$ cat src/rtl/ps2_pkg.sv
// Shared PS/2 definitions: transmitter state encoding, command/response bytes
// and the odd-parity helper used when framing a host-to-device byte.
package ps2_pkg;

  typedef enum logic [2:0] {
    ST_IDLE     = 3'd0,
    ST_INHIBIT  = 3'd1,
    ST_REQ      = 3'd2,
    ST_SHIFT    = 3'd3,
    ST_ACK      = 3'd4,
    ST_WAIT_REL = 3'd5,
    ST_DONE     = 3'd6
  } ps2_state_t;

  localparam logic [7:0] PS2_CMD_SET_LEDS = 8'hED;
  localparam logic [7:0] PS2_CMD_ENABLE   = 8'hF4;
  localparam logic [7:0] PS2_CMD_RESET    = 8'hFF;
  localparam logic [7:0] PS2_RSP_ACK      = 8'hFA;

  // Parity bit that makes data plus parity hold an odd number of ones.
  function automatic logic odd_parity(input logic [7:0] data);
    return ~(^data);
  endfunction

endpackage

$ cat src/rtl/ps2_sync_edge.sv
// Two-flop synchronizer for one open-collector PS/2 line plus a falling-edge
// detector on the synchronized value. Flops idle high, matching a released line.
module ps2_sync_edge (
  input  logic clk,
  input  logic rst,
  input  logic i_line,
  output logic o_sync,
  output logic o_fall
);

  logic r_meta;
  logic r_sync;
  logic r_sync_d;

  // Synchronize the raw line and keep one cycle of history for edge detection.
  always_ff @(posedge clk or posedge rst) begin
    if (rst) begin
      r_meta   <= 1'b1;
      r_sync   <= 1'b1;
      r_sync_d <= 1'b1;
    end else begin
      r_meta   <= i_line;
      r_sync   <= r_meta;
      r_sync_d <= r_sync;
    end
  end

  assign o_sync = r_sync;
  assign o_fall = r_sync_d & ~r_sync;

endmodule

$ cat src/rtl/ps2_cmd_tx.sv
// Host-to-device PS/2 command transmitter. Inhibits the bus, issues a request
// to send, shifts the byte out on device clock falling edges (LSB first, odd
// parity, stop), samples the device acknowledge and waits for bus release.
// Any stall longer than TIMEOUT_CYCLES aborts the transfer with timeout set.
module ps2_cmd_tx
  import ps2_pkg::*;
#(
  parameter int INHIBIT_CYCLES = 10000,
  parameter int TIMEOUT_CYCLES = 2000000
) (
  input  logic       clk,
  input  logic       rst,
  input  logic       tx_valid,
  output logic       tx_ready,
  input  logic [7:0] tx_data,
  input  logic       ps2_clk_in,
  input  logic       ps2_data_in,
  output logic       ps2_clk_oe,
  output logic       ps2_data_oe,
  output logic       busy,
  output logic       done,
  output logic       ack_ok,
  output logic       timeout
);

  localparam int IN_W = $clog2(INHIBIT_CYCLES + 1);
  localparam int TO_W = $clog2(TIMEOUT_CYCLES + 1);
  localparam logic [IN_W-1:0] INH_LAST = IN_W'(INHIBIT_CYCLES - 1);
  localparam logic [TO_W-1:0] TO_LAST  = TO_W'(TIMEOUT_CYCLES - 1);

  ps2_state_t      r_state;
  logic [7:0]      r_data;
  logic [3:0]      r_bit_idx;
  logic [IN_W-1:0] r_inh_cnt;
  logic [TO_W-1:0] r_to_cnt;
  logic            r_ack;
  logic            r_clk_oe;
  logic            r_data_oe;
  logic            r_done;
  logic            r_ack_ok;
  logic            r_timeout;

  logic w_clk_sync;
  logic w_clk_fall;
  logic w_data_sync;
  logic w_data_fall_unused;
  logic w_accept;
  logic w_to_hit;

  ps2_sync_edge u_clk_sync (
    .clk    (clk),
    .rst    (rst),
    .i_line (ps2_clk_in),
    .o_sync (w_clk_sync),
    .o_fall (w_clk_fall)
  );

  ps2_sync_edge u_data_sync (
    .clk    (clk),
    .rst    (rst),
    .i_line (ps2_data_in),
    .o_sync (w_data_sync),
    .o_fall (w_data_fall_unused)
  );

  assign w_accept = tx_valid & tx_ready;
  assign w_to_hit = (r_to_cnt == TO_LAST);

  // Transfer sequencer with all bus-facing and status outputs registered.
  always_ff @(posedge clk or posedge rst) begin
    if (rst) begin
      r_state   <= ST_IDLE;
      r_data    <= 8'h00;
      r_bit_idx <= 4'd0;
      r_inh_cnt <= '0;
      r_to_cnt  <= '0;
      r_ack     <= 1'b0;
      r_clk_oe  <= 1'b0;
      r_data_oe <= 1'b0;
      r_done    <= 1'b0;
      r_ack_ok  <= 1'b0;
      r_timeout <= 1'b0;
    end else begin
      case (r_state)
        ST_IDLE: begin
          r_clk_oe  <= 1'b0;
          r_data_oe <= 1'b0;
          r_done    <= 1'b0;
          r_ack_ok  <= 1'b0;
          r_timeout <= 1'b0;
          if (w_accept) begin
            r_data    <= tx_data;
            r_ack     <= 1'b0;
            r_inh_cnt <= '0;
            r_clk_oe  <= 1'b1;
            r_state   <= ST_INHIBIT;
          end else begin
            r_inh_cnt <= '0;
          end
        end

        ST_INHIBIT: begin
          if (r_inh_cnt == INH_LAST) begin
            // Clock release and start bit happen on the same edge, so the
            // two enables are never asserted together.
            r_clk_oe  <= 1'b0;
            r_data_oe <= 1'b1;
            r_to_cnt  <= '0;
            r_state   <= ST_REQ;
          end else begin
            r_inh_cnt <= r_inh_cnt + IN_W'(1);
          end
        end

        ST_REQ: begin
          if (w_clk_fall) begin
            r_bit_idx <= 4'd0;
            r_to_cnt  <= '0;
            r_state   <= ST_SHIFT;
          end else if (w_to_hit) begin
            r_clk_oe  <= 1'b0;
            r_data_oe <= 1'b0;
            r_to_cnt  <= '0;
            r_done    <= 1'b1;
            r_ack_ok  <= 1'b0;
            r_timeout <= 1'b1;
            r_state   <= ST_DONE;
          end else begin
            r_to_cnt <= r_to_cnt + TO_W'(1);
          end
        end

        ST_SHIFT: begin
          if (w_clk_fall) begin
            r_to_cnt  <= '0;
            r_bit_idx <= r_bit_idx + 4'd1;
            if (r_bit_idx < 4'd8) begin
              r_data_oe <= ~r_data[r_bit_idx[2:0]];
            end else if (r_bit_idx == 4'd8) begin
              r_data_oe <= ~odd_parity(r_data);
            end else begin
              r_data_oe <= 1'b0;
              r_state   <= ST_ACK;
            end
          end else if (w_to_hit) begin
            r_clk_oe  <= 1'b0;
            r_data_oe <= 1'b0;
            r_to_cnt  <= '0;
            r_done    <= 1'b1;
            r_ack_ok  <= 1'b0;
            r_timeout <= 1'b1;
            r_state   <= ST_DONE;
          end else begin
            r_to_cnt <= r_to_cnt + TO_W'(1);
          end
        end

        ST_ACK: begin
          if (w_clk_fall) begin
            r_ack    <= ~w_data_sync;
            r_to_cnt <= '0;
            r_state  <= ST_WAIT_REL;
          end else if (w_to_hit) begin
            r_clk_oe  <= 1'b0;
            r_data_oe <= 1'b0;
            r_to_cnt  <= '0;
            r_done    <= 1'b1;
            r_ack_ok  <= 1'b0;
            r_timeout <= 1'b1;
            r_state   <= ST_DONE;
          end else begin
            r_to_cnt <= r_to_cnt + TO_W'(1);
          end
        end

        ST_WAIT_REL: begin
          r_clk_oe  <= 1'b0;
          r_data_oe <= 1'b0;
          if (w_clk_sync && w_data_sync) begin
            r_to_cnt  <= '0;
            r_done    <= 1'b1;
            r_ack_ok  <= r_ack;
            r_timeout <= 1'b0;
            r_state   <= ST_DONE;
          end else if (w_to_hit) begin
            r_to_cnt  <= '0;
            r_done    <= 1'b1;
            r_ack_ok  <= 1'b0;
            r_timeout <= 1'b1;
            r_state   <= ST_DONE;
          end else begin
            r_to_cnt <= r_to_cnt + TO_W'(1);
          end
        end

        ST_DONE: begin
          r_clk_oe  <= 1'b0;
          r_data_oe <= 1'b0;
          r_done    <= 1'b0;
          r_ack_ok  <= 1'b0;
          r_timeout <= 1'b0;
          r_to_cnt  <= '0;
          r_state   <= ST_IDLE;
        end

        default: begin
          r_clk_oe  <= 1'b0;
          r_data_oe <= 1'b0;
          r_done    <= 1'b0;
          r_ack_ok  <= 1'b0;
          r_timeout <= 1'b0;
          r_to_cnt  <= '0;
          r_state   <= ST_IDLE;
        end
      endcase
    end
  end

  assign tx_ready    = (r_state == ST_IDLE);
  assign busy        = (r_state != ST_IDLE);
  assign ps2_clk_oe  = r_clk_oe;
  assign ps2_data_oe = r_data_oe;
  assign done        = r_done;
  assign ack_ok      = r_ack_ok;
  assign timeout     = r_timeout;

endmodule

$ cat config.mk
export PLATFORM = sky130hd
export DESIGN_NAME = ps2_cmd_tx
export DESIGN_NICKNAME = d
export VERILOG_FILES = /design/src/rtl/ps2_pkg.sv /design/src/rtl/ps2_sync_edge.sv /design/src/rtl/ps2_cmd_tx.sv
export SDC_FILE = /design/constraint.sdc
export NUM_CORES = 1
export LEC_CHECK = 0
export CAP_MARGIN = 10
export CORE_MARGIN = 2
export CORE_UTILIZATION = 60
export DETAILED_ROUTE_END_ITERATION = 10
export PLACE_DENSITY = 0.92
export SLEW_MARGIN = 40
export SYNTH_ARGS = -nofsm -noshare
export SYNTH_HDL_FRONTEND = slang
export SYNTH_SLANG_ARGS = --single-unit
$ cat constraint.sdc
create_clock -name clk -period 6.9 [get_ports clk]
set_clock_uncertainty 0.05 [all_clocks]
set_input_delay 1.38 -clock clk [delete_from_list [all_inputs] [get_ports clk]]
set_output_delay 1.38 -clock clk [all_outputs]
set_load 0.005 [all_outputs]
==> flow_summary_export.csv <==
group,metric,value,unit
yosys,ys_types,58,
sta,hold_viol,0,
die,ios,20,
drt,drt_pass1_iterations,5,
min_path,hp-class,"reg2reg",
drt,final_antenna_net_count,0,
power_and_ir_drop,powerDensity,199.6,nW/um^2
layout,final_nets,389,
sta,min_period,4.056,ns
cts,clock_path_buffers,2,
power_and_ir_drop,p_leak,1.649,nW
cts,cts_hold_buf,0,
layout,diodes,0,
sta,final.setup.tns,0,ns
critical_path,arrival,2.63,ns
die,fp-row-count,27,
critical_path,crit_path_max_fanout,21,
yosys,syn_area_per_cell,9.453,um^2
critical_path,endpoint_kind,"output pin",
yosys,ys_seq_area_share,45.67,%
yosys,yosys-top-cells-area,"dfrtp_1 (42%), nand2_1 (4.3%), dfstp_2 (3.9%)",
power_and_ir_drop,p_clk_share,50.4,%
layout,final_common_cell,"dfrtp_1",
drt,vias,2871,
sta,final-max-slew-violation-count,0,
place,dpl.hpwl,5.072,mm
sta,worst_pin_slew,0.6879,ns
yosys,syn-cell-area,3356,um^2
cts,clock_latency,0.34,ns
yosys,yosys_warnings,0,
grt,grt_pass1_vias,2711,
layout,drive_above_1_share,11.14,%
drt,drt-total-wl,7.473,mm
critical_path,cp-start-kind,"flip-flop",
sta,period_share,58.79,%
die,die-area,6207,um^2
drt,wl_per_cell,16.64,um
critical_path,worst_ep_required_time,5.47,ns
yosys,netlist_instances,355,
yosys,synthArstFlopShare,100.0,%
power_and_ir_drop,p_int,0.0006176,W
grt,grt_pass1_wl,12.77,mm
die,initial_utilization,61.70,%
drt,drtIter0Drc,331,
yosys,syn-num-nets,372,
critical_path,crit_type,"reg2out",
yosys,synth_top_area_share,41.76,%
run_status,status,"complete, no violations",
yosys,synth_ff_type,"dfrtp_1",
drt,vias_per_cell,6.394,
cts,cts_tree,"yes",
critical_path,crit_start,"r_state[2]",
power_and_ir_drop,peakVddDrop,0.1605,mV
yosys,synth-seq-cells,61,
power_and_ir_drop,power,0.0007653,W
critical_path,r2r_start,"r_state[2]",
yosys,synth_edf_count,0,
place,io_buffers,19,
die,die_h,78.79,um
cts,cts_buffers,9,
layout,fill_cells,391,
sta,rsz0062_at_grt,"false",
grt,antenna_found_initial,0,
cts,clock-root-buffer,"clkbuf_8",
layout,layout_common_cells,"dfrtp_1 (56), nand2_1 (38), nor2_1 (28), nand3_1 (25), o21ai_0 (22)",
power_and_ir_drop,seqPwrFrac,47.3,%
sta,setup_viol,0,
drt,drc,0,
power_and_ir_drop,swShare,19.30,%
power_and_ir_drop,combPwrFrac,2.3,%
sta,slew-limit-headroom,52.96,%
layout,area_delta_synth_final,14.24,%
grt,grt_max_degree,62,
grt,grt_usage,26.52,%
power_and_ir_drop,switchingPower,0.0001477,W
cts,cts_resized,0,
cts,clock-sinks,61,
min_path,holdCritStartpoint,"u_clk_sync.r_meta",
yosys,yosysTopAreaCell,"dfrtp_1",
cts,cts.clk_slew.worst_paths,0.07,ns
sta,max_freq,246.5,MHz
job,maxCapViolCount,0,
cts,postCtsSetupBuffers,0,
cts,cts-htree-levels,3,
die,design.core.area,5439,um^2
die,die_x,78.79,um
place,routabilityCongestion,0.9110,
grt,grt_overflow_total,0,
-- worst max-delay path: stages, from the launching register on --
cell and delay [ns]:
dfrtp_1 0.56, or3_1 0.57, inv_1 0.53, clkdlybuf4s50_1 0.62
-- per-stage QoR --
step	util (%)	hold slack [ns]	worst slack (ns)	std cells	cell area, um^2
detailed placement	66.00	0.2968	3.238	433	3590
CTS	70.42	0.3063	2.856	449	3830
finish	70.49	0.3059	2.844	449	3834
global route	70.49	0.3111	2.710	449	3834
global placement	66.00	0.2960	3.269	433	3590
floorplan	-	0.2952	3.698	355	3356
-- logic make-up (layout without fill, tap and decap cells) --
kind of cell / after synthesis / count (layout) / share of synthesized area [%]
xor gates and xnor gates: 20 / 20 / 5.220
muxes: 17 / 17 / 5.742
DFF: 61 / 61 / 45.67
AOI/OAI and AO/OA: 85 / 85 / 17.15
and+or+nand+nor: 141 / 141 / 21.55
adders and majority gates: 4 / 4 / 1.491
buffers and inverters: 27 / 49 / 3.169
-- sequential cells by signal (all words and copies together), names as in the netlist, 3 cells and up --
signal	count
r_bit_idx	4
r_data	8
r_inh_cnt	14
r_state	3
r_to_cnt	21
-- synthesized netlist by cell type (all sizes together) (2+ instances only) --
library cell,number
or4,3
dfrtp,56
nor2b,4
nand4,5
nand3,25
nand2,39
and3,4
a22o,5
and2,4
a21o,7
or3,6
mux2i,8
xor2,9
buf,8
nor3,5
o41ai,2
nor2,29
mux2,8
a21oi,20
inv,12
o21ai,23
nor4,4
a31o,2
ha,4
a31oi,5
or2,2
xnor2,11
dfstp,5
o211ai,8
nand2b,5
a2111oi,2
clkbuf,7
-- final timing paths --
check                                    end  slack [ns]  depth (start not counted)
max                                 tx_ready        2.84                          3
min in group asynchronous       r_to_cnt[13]        1.43                          3
min                        u_clk_sync.o_sync        0.31                          0
min reg2reg                u_clk_sync.o_sync        0.31                          0
max reg2reg                        r_data[1]        4.23                          4
max in group asynchronous       r_inh_cnt[5]        4.98                          3
-- routing by layer --
metal	part of all wire [%]	up-vias	track usage (%)
met3	6.3	17	7.955
met4	1.4	0	8.596
met2	50	133	42.82
met5	0	-	0
li1	-	1317	-
met1	42	1404	34.39
-- power groups by stage --
stage                     sequential, W  combinational, W  clock, W
after floorplan                0.000368        0.00000765         0
after global placement         0.000368         0.0000169         0
after detailed placement       0.000369         0.0000174         0
after CTS                      0.000362         0.0000175  0.000391
after global routing           0.000362         0.0000194  0.000408
final                          0.000362         0.0000173  0.000386
-- final cells by class --
| cell class | instances | area, um^2 | share of cell area [%] |
|---|---|---|---|
| Clock buffer | 12 | 145.1 | 3.786 |
| Clock inverter | 4 | 95.09 | 2.480 |
| Inverter | 12 | 45.04 | 1.175 |
| Multi-Input combinational cell | 267 | 1717 | 44.78 |
| Sequential cell | 61 | 1533 | 39.98 |
| Tap cell | 72 | 90.09 | 2.350 |
| Timing Repair Buffer | 21 | 209.0 | 5.450 |
(Power assumes the default switching activity.)
